$ cat src/rtl/mem_stage.sv
// Memory-access stage: EXE->MEM register, load/store sequencing against a
// synchronous data RAM, MEM->WB bus and forwarding outputs.
module mem_stage #(
    parameter int DM_LATENCY = 1
) (
    input  logic         clk,
    input  logic         rst,
    input  logic         EXE_over,
    input  logic [153:0] EXE_MEM_bus,
    input  logic         WB_allow_in,
    input  logic [31:0]  dm_rdata,
    output logic         MEM_allow_in,
    output logic         MEM_valid,
    output logic         MEM_over,
    output logic [117:0] MEM_WB_bus,
    output logic [31:0]  dm_addr,
    output logic [3:0]   dm_wen,
    output logic [31:0]  dm_wdata,
    output logic [4:0]   MEM_wdest,
    output logic [31:0]  MEM_result,
    output logic [31:0]  MEM_pc
);

    typedef enum logic [1:0] {IDLE, WAIT, DONE} state_t;

    state_t         state;
    logic           valid;
    logic           st_done;
    logic [1:0]     cnt;
    logic [153:0]   bus_r;
    logic [31:0]    ld_r;

    logic           load, store, ls_word, lb_sign;
    logic [31:0]    store_data, exe_result, lo_result, pc;
    logic [15:0]    misc;
    logic           rf_wen;
    logic [4:0]     rf_wdest;
    logic [7:0]     ld_byte;
    logic [31:0]    ld_data;
    logic [31:0]    mem_result;
    logic [3:0]     wen;

    assign {load, store, ls_word, lb_sign} = bus_r[153:150];
    assign store_data = bus_r[149:118];
    assign exe_result = bus_r[117:86];
    assign lo_result  = bus_r[85:54];
    assign misc       = bus_r[53:38];
    assign rf_wen     = bus_r[37];
    assign rf_wdest   = bus_r[36:32];
    assign pc         = bus_r[31:0];

    always_comb begin
        ld_byte = dm_rdata[7:0];
        unique case (exe_result[1:0])
            2'd0: ld_byte = dm_rdata[7:0];
            2'd1: ld_byte = dm_rdata[15:8];
            2'd2: ld_byte = dm_rdata[23:16];
            2'd3: ld_byte = dm_rdata[31:24];
            default: ld_byte = dm_rdata[7:0];
        endcase
        ld_data = ls_word ? dm_rdata
                          : {{24{lb_sign & ld_byte[7]}}, ld_byte};
    end

    // A store drives its enables only until the first write has happened.
    always_comb begin
        wen = 4'b0000;
        if (valid && store && !st_done)
            wen = ls_word ? 4'b1111 : 4'b0001 << exe_result[1:0];
    end

    always_comb begin
        MEM_over = 1'b0;
        if (valid) begin
            if (load)
                MEM_over = (state == DONE);
            else if (store)
                MEM_over = st_done | (wen != 4'b0000);
            else
                MEM_over = 1'b1;
        end
    end

    assign MEM_allow_in = ~valid | (MEM_over & WB_allow_in);
    assign mem_result   = load ? ld_r : exe_result;

    always_ff @(posedge clk) begin
        if (rst) begin
            valid   <= 1'b0;
            state   <= IDLE;
            cnt     <= 2'd0;
            st_done <= 1'b0;
        end else if (MEM_allow_in) begin
            valid   <= EXE_over;
            if (EXE_over)
                bus_r <= EXE_MEM_bus;
            state   <= IDLE;
            cnt     <= 2'd0;
            st_done <= 1'b0;
        end else begin
            if (wen != 4'b0000)
                st_done <= 1'b1;
            unique case (state)
                IDLE: begin
                    if (valid && load) begin
                        state <= WAIT;
                        cnt   <= 2'd1;
                    end
                end
                WAIT: begin
                    if (cnt == 2'(DM_LATENCY)) begin
                        state <= DONE;
                        ld_r  <= ld_data;
                    end else begin
                        cnt <= cnt + 2'd1;
                    end
                end
                DONE: state <= DONE;
                default: state <= IDLE;
            endcase
        end
    end

    assign MEM_valid  = valid;
    assign dm_wen     = wen;
    assign dm_addr    = valid ? {exe_result[31:2], 2'b00} : 32'd0;
    assign dm_wdata   = (valid && store)
                      ? (ls_word ? store_data : {4{store_data[7:0]}})
                      : 32'd0;
    assign MEM_wdest  = rf_wdest & {5{valid}};
    assign MEM_pc     = valid ? pc : 32'd0;
    assign MEM_result = valid ? mem_result : 32'd0;
    assign MEM_WB_bus = valid
                      ? {rf_wen, rf_wdest, mem_result, lo_result, misc, pc}
                      : 118'd0;

endmodule

$ cat config.mk
export PLATFORM = sky130hd
export DESIGN_NAME = mem_stage
export DESIGN_NICKNAME = d
export VERILOG_FILES = /design/src/rtl/mem_stage.sv
export SDC_FILE = /design/constraint.sdc
export NUM_CORES = 1
export LEC_CHECK = 0
export CAP_MARGIN = 15
export CORE_AREA = 3 3 174 176
export DETAILED_ROUTE_END_ITERATION = 7
export DIE_AREA = 0 0 177 179
export PLACE_DENSITY = 0.74
export SYNTH_ARGS = -nofsm -noshare
export SYNTH_HDL_FRONTEND = slang
export SYNTH_SLANG_ARGS = --single-unit
$ cat constraint.sdc
create_clock -name clk -period 17.7 [get_ports clk]
set_input_delay 5.31 -clock clk [delete_from_list [all_inputs] [get_ports clk]]
set_output_delay 5.31 -clock clk [all_outputs]
set_load 0.005 [all_outputs]
==> impl_metrics.ini <==
[clocking]
cts_buffers = 17
holdBufCountCts = 0
worstSkewPairLatency_ns = 0.43
clock-sinks = 192
cts_max_path_buffers = 2
htree_num_levels = 4
post_cts_resize_count = 0
path_clk_slew_ns = 0.08
cts_setup_buffers = 0
cts_tree = yes
clockRootBuffer = clkbuf_16

[timing]
hold_ws_ns = 0.506
tightest_slew_ns = 1.09
fin_setup_tns_ns = 0
drv_slew = 0
period_share = 0.667
fin_crit_ns = 11.80
final-hold-violation-count = 0
worst_clock_skew_ns = 0.00999
slew_headroom = 0.272
setup_slack_ns = 5.90
rsz0062_at_grt = no
setup_viol = 0
fmax_mhz = 84.8

[critical_path]
slowest_stage = clkdlybuf4s50_1
cp_max_fo = 3
critical_path.startpoint = WB_allow_in
cp-start-kind = primary input
r2r_end = bus_r[48]
endpoint = MEM_allow_in
crit_chain = clkdlybuf4s50_1, a21o_1, clkdlybuf4s50_1
end_kind = output port
reg2reg_slack_ns = 13.82
crit_path_frequent_cell = clkdlybuf4s50_1
critPathArrivalTime_ns = 6.49
critPathKind = primary input to output port
ff2ff_path_depth = 5
max_stage_delay_ns = 0.51
r2r-start = MEM_valid
worstPathRequired_ns = 12.39

[cells_and_area]
mostFrequentLayoutCell = clkdlybuf4s50_1
n_antenna_cell = 0
multi_input_area_um2 = 2270
layout-drive-gt1-share = 0.0502
mostFrequentLayoutCells = clkdlybuf4s50_1, edfxtp_1, and2_1
area_growth_pct = 56.2
regArea_um2 = 5710
num-fill-cells = 2551
finalNetCount = 1237

[grt]
antenna_found_initial = 2
grt_util_all_layers = 0.159
grt_pass1_vias = 6495
overflow = 0
grt_max_degree = 132
grt_pass1_wl_mm = 38.1

[die]
die-area_um2 = 31700
ios = 448
rows = 62
die_y_um = 179
initial_utilization = 0.302
core_region_area_um2 = 28800
die_x_um = 177

[routing]
avgRoutedWirePerCell_um = 18.4
drt_iter0_drc = 360
drcViolationCount = 0
routed_via_density = 4.43
drtPass1Iterations = 5
postRouteAntennaNets = 0
vias = 6372
wl_mm = 26.5

[synthesis]
ys_warn_count = 0
syn_area_per_cell_um2 = 12.8
synth_cells = 681
synth_cell_type_count = 34
yosys_register_bits = 192
synth.cell_area_um2 = 8690
seq_area_frac_synth = 0.656

[power]
vdd_drop_max_uv = 54.4
power_density_nw_per_um2 = 78.5
p_leak_nw = 4.84
power.switching_mw = 0.253
combinationalPowerShare = 0.137
p_total_mw = 1.07
switching_share = 0.237
intPower_mw = 0.813
power_frac_clock = 0.369
seqPwrFrac = 0.494

[placed_design]
post-place-ws_ns = 5.90
io_buffers = 445
dp_hpwl_mm = 19.7
gp_congestion = 0.752

[run_status]
status = finished, final reports clean

[hold_path]
min_path_type = flip-flop to flip-flop

[flow_run]
maxCapViolations = 0
==> synthesized netlist by cell type <==
library cell,count,area (µm²)
edfxtp_1,186,5590
buf_4,72,541
buf_6,2,22.5
mux2_4,1,15.0
mux2i_1,32,320
nor3_1,4,20.0
nor2_1,34,128
clkbuf_1,26,97.6
ha_1,5,62.6
a22oi_1,16,120
a211o_1,1,8.76
nand2_1,74,278
clkinv_1,2,7.51
mux2_2,8,90.1
conb_1,1,3.75
a32oi_4,1,27.5
nand3_1,2,10.0
a31o_2,1,8.76
a211oi_1,1,7.51
nand2b_1,12,75.1
a21bo_2,1,10.0
inv_1,5,18.8
nor2b_1,3,18.8
buf_2,9,45.0
a21oi_1,34,170
or2_2,1,6.26
nor3b_1,2,15.0
and3_1,8,50.1
dfxtp_1,6,120
or3_1,1,6.26
a21boi_0,1,7.51
and2_1,117,732
a21o_1,1,7.51
o21ai_0,11,55.1
==> worst min-delay path by stage <==
stage,cells past startpoint,from,endpoint,slack (ns)
floorplan,2,state[1],state[1],0.47
global placement,2,state[0],state[0],0.48
detailed placement,2,state[0],state[0],0.49
CTS,2,state[0],state[0],0.50
global route,2,state[0],state[0],0.55
finish,2,state[0],state[0],0.51
==> logic make-up after synthesis <==
| logic type | count (synthesis) | synth area share |
|---|---|---|
| and+or+nand+nor | 258 | 0.154 |
| adders and majority gates | 5 | 0.00720 |
| other | 1 | 0.000431 |
| buffers and inverters | 116 | 0.0842 |
| DFF | 192 | 0.656 |
| AOI/OAI and AO/OA | 68 | 0.0487 |
| muxes | 41 | 0.0489 |
==> power by group through the flow <==
stage          clock (mW)  sequential, mW  combinational (mW)
3_3_place_gp            0           0.537               0.145
3_5_place_dp            0           0.538               0.147
2_1_floorplan           0           0.536              0.0553
5_1_grt             0.428           0.530               0.156
6_report            0.393           0.527               0.146
4_1_cts             0.407           0.528               0.148
==> through the flow <==
step           std cells  area (µm²)   util
3_5_place_dp        1407       13000  0.451
3_3_place_gp        1407       13000  0.451
5_1_grt             1439       13600  0.472
2_1_floorplan        682        8690      -
6_report            1439       13600  0.472
4_1_cts             1439       13600  0.472
==> critical path: cells and delay by family <==
| kind | cells | cell delay (ns) |
|---|---|---|
| AO/OA/AOI/OAI | 1 | 0.17 |
| buffers and inverters | 2 | 1.01 |
==> registers in the layout (all words and copies together) (netlist names) <==
register   count
MEM_valid      1
st_done        1
bus_r        154
cnt            2
state          2
ld_r          32
==> layer usage <==
layer | track usage | vias to the layer above | part of all wire
met1 | 0.176 | 3046 | 0.37
met4 | 0.0337 | 4 | 0.0089
met3 | 0.0642 | 17 | 0.098
met5 | 0 | - | 0.00087
li1 | - | 3020 | -
met2 | 0.289 | 285 | 0.52
==> layout make-up <==
type	count	share of cell area
clock inverters	15	0.0127
repair buffers	450	0.331
flip-flops and latches	192	0.421
multi-input cells	374	0.167
well taps	384	0.0354
clock buffers	17	0.0313
inverters	7	0.00194
(Power assumes the default switching activity.)
